==> src/rtl/period_meter.sv <==
// Period meter: measures the slow_in rising-edge interval in clk_in cycles and
// reports lock once consecutive periods agree. Optional macro: PERIOD_METER_GLITCH_FILTER_EN.
module period_meter #(
  parameter int CNT_W  = 21,
  parameter int LOCK_N = 4,
  parameter int TOL    = 1
) (
  input  logic             clk_in,
  input  logic             rst_n,
  input  logic             slow_in,
  output logic             tick,
  output logic [CNT_W-1:0] period,
  output logic             period_valid,
  output logic             locked,
  output logic             overflow
);

  typedef enum logic [1:0] {IDLE, MEASURE, LOCKED} state_t;

  localparam int              MC_W    = 4;
  localparam logic [CNT_W-1:0] CNT_MAX = '1;
  localparam logic [MC_W-1:0]  MC_LOCK = MC_W'(LOCK_N - 1);
  localparam logic [CNT_W:0]   TOL_X   = (CNT_W+1)'(TOL);

  logic s1, s2, s3, rise;

`ifdef PERIOD_METER_GLITCH_FILTER_EN
  // A rise needs two synchronized highs after a low, so one-cycle glitches vanish.
  logic s4;
  assign rise = s2 & s3 & ~s4;

  always_ff @(posedge clk_in or negedge rst_n)
    if (!rst_n) s4 <= 1'b0;
    else        s4 <= s3;
`else
  assign rise = s2 & ~s3;
`endif

  always_ff @(posedge clk_in or negedge rst_n) begin
    if (!rst_n) begin
      s1   <= 1'b0;
      s2   <= 1'b0;
      s3   <= 1'b0;
      tick <= 1'b0;
    end else begin
      s1   <= slow_in;
      s2   <= s1;
      s3   <= s2;
      tick <= rise;
    end
  end

  state_t           state, state_n;
  logic [CNT_W-1:0] cnt, cnt_n, period_n;
  logic [MC_W-1:0]  mc, mc_n, mc_inc;
  logic             has_prev, prev_n, pv_n, match;
  logic [CNT_W:0]   diff;

  // Widened by one bit so the absolute difference can never wrap.
  always_comb begin
    if ({1'b0, cnt} >= {1'b0, period}) diff = {1'b0, cnt} - {1'b0, period};
    else                               diff = {1'b0, period} - {1'b0, cnt};
    match  = has_prev && (diff <= TOL_X);
    mc_inc = (mc >= MC_LOCK) ? mc : mc + MC_W'(1);
  end

  always_comb begin
    state_n  = state;
    cnt_n    = cnt;
    mc_n     = mc;
    prev_n   = has_prev;
    period_n = period;
    pv_n     = 1'b0;
    overflow = 1'b0;
    case (state)
      IDLE: begin
        if (tick) begin
          cnt_n   = CNT_W'(1);
          mc_n    = '0;
          prev_n  = 1'b0;
          state_n = MEASURE;
        end
      end
      default: begin
        // A tick on the saturation cycle wins: the interval is reported as CNT_MAX.
        if (tick) begin
          period_n = cnt;
          pv_n     = 1'b1;
          cnt_n    = CNT_W'(1);
          prev_n   = 1'b1;
          if (match) begin
            mc_n    = mc_inc;
            state_n = (mc_inc >= MC_LOCK) ? LOCKED : MEASURE;
          end else begin
            mc_n    = '0;
            state_n = MEASURE;
          end
        end else if (cnt == CNT_MAX) begin
          overflow = 1'b1;
          cnt_n    = '0;
          mc_n     = '0;
          prev_n   = 1'b0;
          state_n  = IDLE;
        end else begin
          cnt_n = cnt + CNT_W'(1);
        end
      end
    endcase
  end

  always_ff @(posedge clk_in or negedge rst_n) begin
    if (!rst_n) begin
      state        <= IDLE;
      cnt          <= '0;
      mc           <= '0;
      has_prev     <= 1'b0;
      period       <= '0;
      period_valid <= 1'b0;
    end else begin
      state        <= state_n;
      cnt          <= cnt_n;
      mc           <= mc_n;
      has_prev     <= prev_n;
      period       <= period_n;
      period_valid <= pv_n;
    end
  end

  assign locked = (state == LOCKED);

endmodule

==> config.mk <==
export PLATFORM = sky130hd
export DESIGN_NAME = period_meter
export DESIGN_NICKNAME = d
export VERILOG_FILES = /design/src/rtl/period_meter.sv
export SDC_FILE = /design/constraint.sdc
export NUM_CORES = 1
export LEC_CHECK = 0
export BUFFER_PORTS_ARGS = -buffer_cell sky130_fd_sc_hd__buf_4
export CAP_MARGIN = 30
export CORE_MARGIN = 10
export CORE_UTILIZATION = 45
export CTS_BUF_LIST = sky130_fd_sc_hd__clkbuf_4 sky130_fd_sc_hd__clkbuf_8
export DETAILED_ROUTE_END_ITERATION = 8
export PLACE_DENSITY = 0.73
export SYNTH_ARGS = -nofsm -noshare
export SYNTH_HDL_FRONTEND = slang
export SYNTH_SLANG_ARGS = --single-unit
==> constraint.sdc <==
create_clock -name clk_in -period 3.9 [get_ports clk_in]
set_input_delay 0.39 -clock clk_in [delete_from_list [all_inputs] [get_ports clk_in]]
set_output_delay 0.39 -clock clk_in [all_outputs]
set_load 0.005 [all_outputs]
==> results.sh, run 1 <==
export IMPL_antenna_found_initial=0
export IMPL_period_needed_ns=3.61
export IMPL_fp_row_count=37
export IMPL_required_ns=4.18
export IMPL_groute_usage_overall_pct=17.3
export IMPL_synth_cell_types=71
export IMPL_pwr_density_cell_mw_per_mm2=560
export IMPL_start_util_pct=46.4
export IMPL_reg2reg_from="cnt[0]"
export IMPL_irDropWorstVdd_v=0.000274
export IMPL_crit_arrival_ns=3.89
export IMPL_firstDrtPassIters=5
export IMPL_ant_nets=0
export IMPL_final_nets=654
export IMPL_p_leak_uw=0.00238
export IMPL_status="finished, final reports clean"
export IMPL_routed_wl_um=12900
export IMPL_async_reset_ff_share_pct=100
export IMPL_place_congestion=0.939
export IMPL_final_cell_area_sq_mm=0.00513
export IMPL_cts_tree="built"
export IMPL_rr_endpoint="mc[0]"
export IMPL_max_slew_margin_pct=53.3
export IMPL_grt_overflow=0
export IMPL_root_buffer="clkbuf_8"
export IMPL_ff2ff_path_depth=15
export IMPL_grt_max_degree=55
export IMPL_hold_violations=0
export IMPL_die_h_um=123
export IMPL_hold_class="input port to async pin"
export IMPL_wl_per_cell_um=17.4
export IMPL_cts_sinks=54
export IMPL_syn_to_final_growth_pct=7.29
export IMPL_synth_edf_count=0
export IMPL_synth_top_flop_cell="dfrtp_1"
export IMPL_drive_gt1_share_pct=12.2
export IMPL_finalSetupViolCount=0
export IMPL_clock_latency_ns=0.33
export IMPL_tns_ns=0
export IMPL_die_area_sq_mm=0.0152
export IMPL_setup_ws_ns=0.288
export IMPL_criticalPathCategory="flip-flop to flip-flop"
export IMPL_clk_pin_slew_worst_paths_ns=0.11
export IMPL_synth_nets=643
export IMPL_fin_skew_ns=0.00882
export IMPL_antenna_cells=0
export IMPL_slew_viol_final=0
export IMPL_max_freq_mhz=277
export IMPL_vias_per_cell=5.77
export IMPL_maxCapViolCount=0
export IMPL_vias=4285
export IMPL_synth_area_sq_mm=0.00479
export IMPL_post_cts_buffers=0
export IMPL_rsz0062_at_grt="no"
export IMPL_grt_first_pass_wirelength_um=21300
export IMPL_worst_slew_pin_slew_ns=0.701
export IMPL_routed_wl_met2_um=6180
export IMPL_boundaryPins=28
export IMPL_htree_levels=2
export IMPL_die_x_um=123
export IMPL_final_period_utilization_pct=92.6
export IMPL_postCtsHoldBufs=0
export IMPL_first_iter_violations=366
export IMPL_end_kind="flip-flop"
export IMPL_drt_drc_violations_left=0
export IMPL_dp_slack_ns=0.306
export IMPL_routed_top_layer="met4"
export IMPL_core_region_area_sq_mm=0.0103
export IMPL_synth_cells=594
export IMPL_grt_pass1_vias=4245
export IMPL_ys_seq_elements=54
export IMPL_fill_cells=1010
export IMPL_ys_warn_count=0
export IMPL_met1_length_um=6050
export IMPL_cts_buffers=5
export IMPL_rrSetupSlack_ns=0.29
export IMPL_dr_wl_met3_um=413
export IMPL_cp_max_fo=5
export IMPL_place_area_sq_mm=0.00504
export IMPL_ys_seq_area_share_pct=28.2
export IMPL_port_buffer_count=27
export IMPL_synth_avg_cell_area_sq_um=8.06
export IMPL_crit_path_start_kind="flip-flop"
export IMPL_clockBufferDepth=2
export IMPL_dp_hpwl_um=10100
[Yosys cell counts, types with 9 or more instances]
cell type / n / area, sq um
nand2_1: 70 / 263
o21ai_0: 66 / 330
dfrtp_1: 54 / 1350
inv_1: 51 / 191
a21oi_1: 48 / 240
ha_1: 44 / 551
nor2_1: 41 / 154
xnor2_1: 19 / 166
buf_4: 14 / 105
nand4_1: 12 / 75.1
xor2_1: 12 / 105
nand3_1: 10 / 50.1
and3_1: 9 / 56.3
nor3_1: 9 / 45.0
[through the flow]
| stage | std cells | hold slack (ns) | utilization, % | power, uW |
|---|---|---|---|---|
| after floorplan | 594 | 0.0944 | - | 2150 |
| after global placement | 733 | 0.339 | 48.7 | 2510 |
| after detailed placement | 734 | 0.341 | 48.8 | 2500 |
| after CTS | 742 | 0.131 | 49.7 | 2860 |
| after global routing | 742 | 0.146 | 49.7 | 3070 |
| final | 742 | 0.0998 | 49.7 | 2880 |
[state kept, by name, summed over array words and instances, names as in the netlist]
signal / count
s3: 1
period: 21
has_prev: 1
state: 2
s1: 1
s2: 1
tick: 1
period_valid: 1
mc: 4
cnt: 21
[repair_timing]
item                                   CTS  global route
gates resized for setup                  0             2
setup endpoints to repair                0             2
endpoints found under the hold margin    0             0
[cell type report]
cell class | count | area [sq um] | share of cell area (%)
clock inverters | 3 | 25.0 | 0.487
flip-flops and latches | 54 | 1350 | 26.3
clock buffers | 5 | 68.8 | 1.34
multi-input cells | 458 | 3050 | 59.4
inverters | 51 | 191 | 3.73
well taps | 136 | 170 | 3.31
repair buffers | 35 | 279 | 5.43
[where the power goes]
group	total, uW	internal [uW]	switching [uW]	leakage (uW)
clock network	341	130	211	0.0000447
registers	635	590	44.3	0.000734
logic	1900	852	1050	0.00160
[layout by cell type (no fill, tap or decap), types with 7 or more instances in the layout]
| cell type | count |
|---|---|
| o21a_1 | 7 |
| nor3_1 | 9 |
| and3_1 | 9 |
| o21ai_0 | 65 |
| nand2_1 | 70 |
| buf_4 | 33 |
| nand2b_1 | 7 |
| ha_1 | 44 |
| nand3_1 | 10 |
| a21o_1 | 7 |
| nand4_1 | 12 |
| xor2_1 | 12 |
| dfrtp_1 | 54 |
| a21oi_1 | 48 |
| xnor2_1 | 19 |
| nor2_1 | 41 |
| inv_1 | 51 |
[how the worst max path moves through the flow]
| stage | start | end | slack (ns) | cells past startpoint |
|---|---|---|---|---|
| floorplan | cnt[0] | mc[0] | 0.76 | 17 |
| global placement | cnt[0] | state[0] | 0.35 | 15 |
| detailed placement | cnt[0] | mc[1] | 0.31 | 15 |
| CTS | cnt[0] | mc[1] | 0.29 | 15 |
| global route | cnt[0] | mc[0] | 0.006 | 15 |
| finish | cnt[0] | mc[0] | 0.29 | 15 |
[critical path: stages, from the launching register on]
cell and delay (ns):
dfrtp_1 0.45, inv_1 0.11, ha_1 0.17, inv_1 0.05, fa_1 0.40, and2_1 0.18
o2111ai_1 0.22, nand2_1 0.17, a31oi_1 0.22, xor2_1 0.21, nand3_1 0.11, or4_4 0.49
a211oi_2 0.22, nand4_2 0.22, a211oi_1 0.24, a21o_1 0.11
[cell families (layout without fill, tap and decap cells)]
kind of cell               Yosys count  in the layout  share of synthesized area [%]
and+or+nand+nor                    191            191                           19.8
AOI/OAI and AO/OA                  185            185                           24.7
buffers and inverters               82             94                           8.16
DFF                                 54             54                           28.2
adders and majority gates           46             46                           12.3
xor gates and xnor gates            31             31                           5.67
muxes                                5              5                           1.05
[layer usage]
metal / GRT usage [%] / up-vias
li1: - / 2085
met3: 2.32 / 17
met2: 28.8 / 81
met5: 0 / -
met1: 22.7 / 2102
met4: 5.24 / 0
Note: power is estimated with default switching activity, not from simulation.
==> run 2: changes to the inputs <==
- MAX_ROUTING_LAYER: unset -> met4
==> results.sh, run 2 (same netlist as run 1, synthesis figures left out) <==
export IMPL_top_regs="cnt x21, period x21, mc x4"
export IMPL_p_leak_uw=0.00239
export IMPL_cts_buffers=5
export IMPL_grt_first_pass_wirelength_um=21500
export IMPL_clock_latency_ns=0.34
export IMPL_cpMostUsedCell="inv_1"
export IMPL_final_nets=655
export IMPL_hold_violations=0
export IMPL_groute_usage_overall_pct=18.0
export IMPL_grt_max_degree=55
export IMPL_clk_pin_slew_worst_paths_ns=0.12
export IMPL_pwr_density_cell_mw_per_mm2=568
export IMPL_crit_path_start_kind="flip-flop"
export IMPL_first_iter_violations=304
export IMPL_fin_skew_ns=0.0156
export IMPL_cts_tree="built"
export IMPL_maxCapViolCount=0
export IMPL_max_slew_margin_pct=54.5
export IMPL_setup_ws_ns=0.283
export IMPL_rsz0062_at_grt="no"
export IMPL_firstDrtPassIters=5
export IMPL_crit_arrival_ns=3.90
export IMPL_finalSetupViolCount=0
export IMPL_max_freq_mhz=276
export IMPL_dp_hpwl_um=10300
export IMPL_start_util_pct=46.4
export IMPL_reg2reg_from="cnt[0]"
export IMPL_required_ns=4.18
export IMPL_crit_start="cnt[0]"
export IMPL_tns_ns=0
export IMPL_cp_max_fo=5
export IMPL_grt_overflow=0
export IMPL_port_buffer_count=27
export IMPL_layout_commonest_cell="nand2_1"
export IMPL_die_area_sq_mm=0.0152
export IMPL_irDropWorstVdd_v=0.000242
export IMPL_die_x_um=123
export IMPL_drt_drc_violations_left=0
export IMPL_dp_slack_ns=0.348
export IMPL_core_region_area_sq_mm=0.0103
export IMPL_ant_nets=0
export IMPL_place_area_sq_mm=0.00504
export IMPL_clockBufferDepth=2
export IMPL_place_congestion=0.930
export IMPL_criticalPathCategory="flip-flop to flip-flop"
export IMPL_critical_path_top_delay_family="simple AND/OR/NAND/NOR gates"
export IMPL_vias=4303
export IMPL_hold_class="input port to async pin"
export IMPL_final_cell_mix="70 x nand2_1, 66 x o21ai_0, 54 x dfrtp_1"
export IMPL_htree_levels=2
export IMPL_boundaryPins=28
export IMPL_die_h_um=123
export IMPL_vias_per_cell=5.79
export IMPL_crit_buf_inv=2
export IMPL_fp_row_count=37
export IMPL_period_needed_ns=3.62
export IMPL_cp_cell_sequence="inv_1 > ha_1 > inv_1 > fa_1 > and2_1 > o2111ai_1 > nand2_1 > a31oi_1 > xor2_1 > nand3_1 > or4_4 > a211oi_2 > nand4_2 > a211oi_1 > a21o_1"
export IMPL_antenna_found_initial=0
export IMPL_cts_sinks=54
export IMPL_grt_pass1_vias=4243
export IMPL_routed_wl_um=13100
export IMPL_slew_viol_final=0
export IMPL_slowest_delay_ns=0.49
export IMPL_final_period_utilization_pct=92.8
export IMPL_root_buffer="clkbuf_8"
export IMPL_final_cell_area_sq_mm=0.00516
export IMPL_worst_slew_pin_slew_ns=0.683
export IMPL_cp_slowest_cell="or4_4"
export IMPL_antenna_cells=0
export IMPL_syn_to_final_growth_pct=7.74
export IMPL_drive_gt1_share_pct=12.5
export IMPL_wl_per_cell_um=17.7
export IMPL_end_kind="flip-flop"
export IMPL_status="finished, final reports clean"
run 2: worst paths after layout:
kind	end	cells after the start	slack (ns)
min	cnt[0]	1	0.09
min in group clk_in	s1	1	0.15
max in group asynchronous	cnt[15]	1	3.37
max reg2reg	mc[1]	15	0.28
min reg2reg	s2	0	0.38
max	mc[1]	15	0.28
run 2: stage by stage:
step	total power, uW	hold WS (ns)	utilization (%)	instances
2_1_floorplan	2150	0.0944	-	594
3_3_place_gp	2510	0.339	48.7	734
3_5_place_dp	2500	0.350	48.9	735
4_1_cts	2870	0.118	49.8	743
5_1_grt	3130	0.144	49.9	743
6_report	2930	0.0880	49.9	743
run 2: report_power, final:
group / internal, uW / total (uW) / switching (uW)
clock network: 134 / 356 / 222
logic: 877 / 1940 / 1060
registers: 590 / 637 / 46.7
run 2: per-layer routing:
metal,global-route usage [%],share of wire (%),vias to the layer above
met5,-,0,-
met4,6.19,2.2,0
met3,2.64,5.1,27
met2,29.0,48,110
met1,22.6,45,2076
li1,-,-,2090
run 2: area by class of cell:
type | instances | area [sq um]
inverters | 51 | 191
clock buffers | 5 | 68.8
well taps | 136 | 170
repair buffers | 36 | 287
clock inverters | 3 | 26.3
flip-flops and latches | 54 | 1350
multi-input cells | 458 | 3060
fillers | 991 | 5170
run 2: what timing repair did:
| action | CTS | global route |
|---|---|---|
| hold endpoints to repair | 0 | 0 |
| setup endpoints to repair | 0 | 2 |
| resized for setup | 0 | 3 |
| buffers inserted | 0 | 0 |
| hold buffers | 0 | 0 |
==> run 3: changes to the inputs <==
- CELL_PAD_IN_SITES_DETAIL_PLACEMENT: unset -> 1
- CELL_PAD_IN_SITES_GLOBAL_PLACEMENT: unset -> 1
- PLACE_DENSITY: 0.73 -> 0.89
==> results.sh, run 3 (same netlist as run 1, synthesis figures left out) <==
export IMPL_required_ns=4.18
export IMPL_crit_start="cnt[4]"
export IMPL_layout_commonest_cell="nand2_1"
export IMPL_wl_per_cell_um=20.3
export IMPL_postCtsHoldBufs=0
export IMPL_place_inst=738
export IMPL_grt_pass1_vias=4773
export IMPL_core_region_area_sq_mm=0.0103
export IMPL_reg2reg_from="cnt[4]"
export IMPL_cts_buffers=5
export IMPL_htree_levels=2
export IMPL_maxCapViolCount=0
export IMPL_status="finished, final reports clean"
export IMPL_syn_to_final_growth_pct=8.65
export IMPL_hold_violations=0
export IMPL_crit_arrival_ns=3.98
export IMPL_dp_hpwl_um=11900
export IMPL_max_freq_mhz=270
export IMPL_critPathCapture="mc[2]"
export IMPL_busiest_layer="met2"
export IMPL_power_uw=3060
export IMPL_cp_slowest_cell="or4_1"
export IMPL_grt_first_pass_wirelength_um=24800
export IMPL_final_nets=661
export IMPL_final_period_utilization_pct=94.9
export IMPL_vias_per_cell=5.91
export IMPL_die_area_sq_mm=0.0152
export IMPL_grt_overflow=0
export IMPL_cp_cell_sequence="ha_1 > o211ai_1 > a21oi_1 > o211ai_2 > a21oi_1 > nor2_1 > xnor2_1 > or4_1 > a211oi_2 > nand4_2 > nor2_2 > o21a_1"
export IMPL_first_iter_violations=266
export IMPL_slowest_delay_ns=0.53
export IMPL_firstDrtPassIters=4
export IMPL_clock_latency_ns=0.33
export IMPL_clockBufferDepth=2
export IMPL_fp_row_count=37
export IMPL_use_met2_pct=35.1
export IMPL_cts_sinks=54
export IMPL_cpMostUsedCell="a21oi_1"
export IMPL_final_util_pct=50.4
export IMPL_clk_pin_slew_worst_paths_ns=0.12
export IMPL_port_buffer_count=27
export IMPL_final_cell_mix="70 x nand2_1, 65 x o21ai_0, 54 x dfrtp_1"
export IMPL_grt_util_met1_pct=25.9
export IMPL_cts_tree="built"
export IMPL_end_kind="flip-flop"
export IMPL_use_met3_pct=4.06
export IMPL_drive_gt1_share_pct=13.9
export IMPL_antenna_found_initial=0
export IMPL_die_x_um=123
export IMPL_vias=4425
export IMPL_max_slew_margin_pct=50.5
export IMPL_finalSetupViolCount=0
export IMPL_rrSetupSlack_ns=0.20
export IMPL_slew_viol_final=0
export IMPL_antenna_cells=0
export IMPL_drt_drc_violations_left=0
export IMPL_fin_skew_ns=0.0122
export IMPL_start_util_pct=46.4
export IMPL_tns_ns=0
export IMPL_critical_path_top_delay_family="compound AO/OA/AOI/OAI gates"
export IMPL_die_h_um=123
export IMPL_pwr_density_cell_mw_per_mm2=589
export IMPL_boundaryPins=28
export IMPL_crit_cells=12
export IMPL_irDropWorstVdd_v=0.000277
export IMPL_ff2ff_path_depth=12
export IMPL_rr_endpoint="mc[2]"
export IMPL_worst_slew_pin_slew_ns=0.743
export IMPL_final_cells=749
export IMPL_root_buffer="clkbuf_8"
export IMPL_period_needed_ns=3.70
export IMPL_criticalPathCategory="flip-flop to flip-flop"
export IMPL_cp_max_fo=7
export IMPL_place_congestion=0.987
export IMPL_ant_nets=0
export IMPL_hold_class="input port to async pin"
export IMPL_grt_max_degree=55
export IMPL_crit_path_start_kind="flip-flop"
export IMPL_groute_usage_overall_pct=21.0
export IMPL_p_leak_uw=0.00242
export IMPL_crit_buf_inv=0
export IMPL_routed_wl_um=15200
export IMPL_rsz0062_at_grt="no"
export IMPL_top_regs="cnt x21, period x21, mc x4"
-- run 3: cell type report --
class | instances | area (sq um)
well taps | 136 | 170
clock buffers | 5 | 68.8
repair buffers | 42 | 319
flip-flops and latches | 54 | 1350
inverters | 51 | 191
fillers | 1290 | 5120
multi-input cells | 458 | 3070
clock inverters | 3 | 28.8
-- run 3: timing repair --
action	in CTS	in global routing
setup endpoints to repair	0	6
gates resized for setup	0	7
setup buffers	0	3
-- run 3: layer usage --
metal,vias up,wire [um]
met5,-,0
met4,0,186
met1,2236,6870
met3,19,575
met2,77,7600
li1,2093,-
-- run 3: where the power goes --
group	internal, uW	total (uW)	switching (uW)	leakage, uW
registers	590	636	46.0	0.000734
clock network	135	363	228	0.0000506
logic	914	2060	1150	0.00164
total	1640	3060	1420	0.00242
-- run 3: worst min path at each step --
| stage | depth (start not counted) | end | startpoint | slack (ns) |
|---|---|---|---|---|
| floorplan | 0 | cnt[0] | rst_n | 0.09 |
| global route | 1 | s1 | slow_in | 0.14 |
| detailed placement | 0 | s2 | s1 | 0.34 |
| CTS | 1 | cnt[11] | rst_n | 0.14 |
| global placement | 0 | s2 | s1 | 0.34 |
| finish | 1 | period[4] | rst_n | 0.11 |
-- run 3: per-stage QoR --
stage          setup slack, ns  hold slack [ns]  area [sq um]
4_1_cts                  0.130            0.140          5150
6_report                 0.198            0.112          5200
2_1_floorplan            0.760           0.0944          4790
3_3_place_gp             0.257            0.341          5040
3_5_place_dp             0.200            0.339          5050
5_1_grt                0.00694            0.145          5200
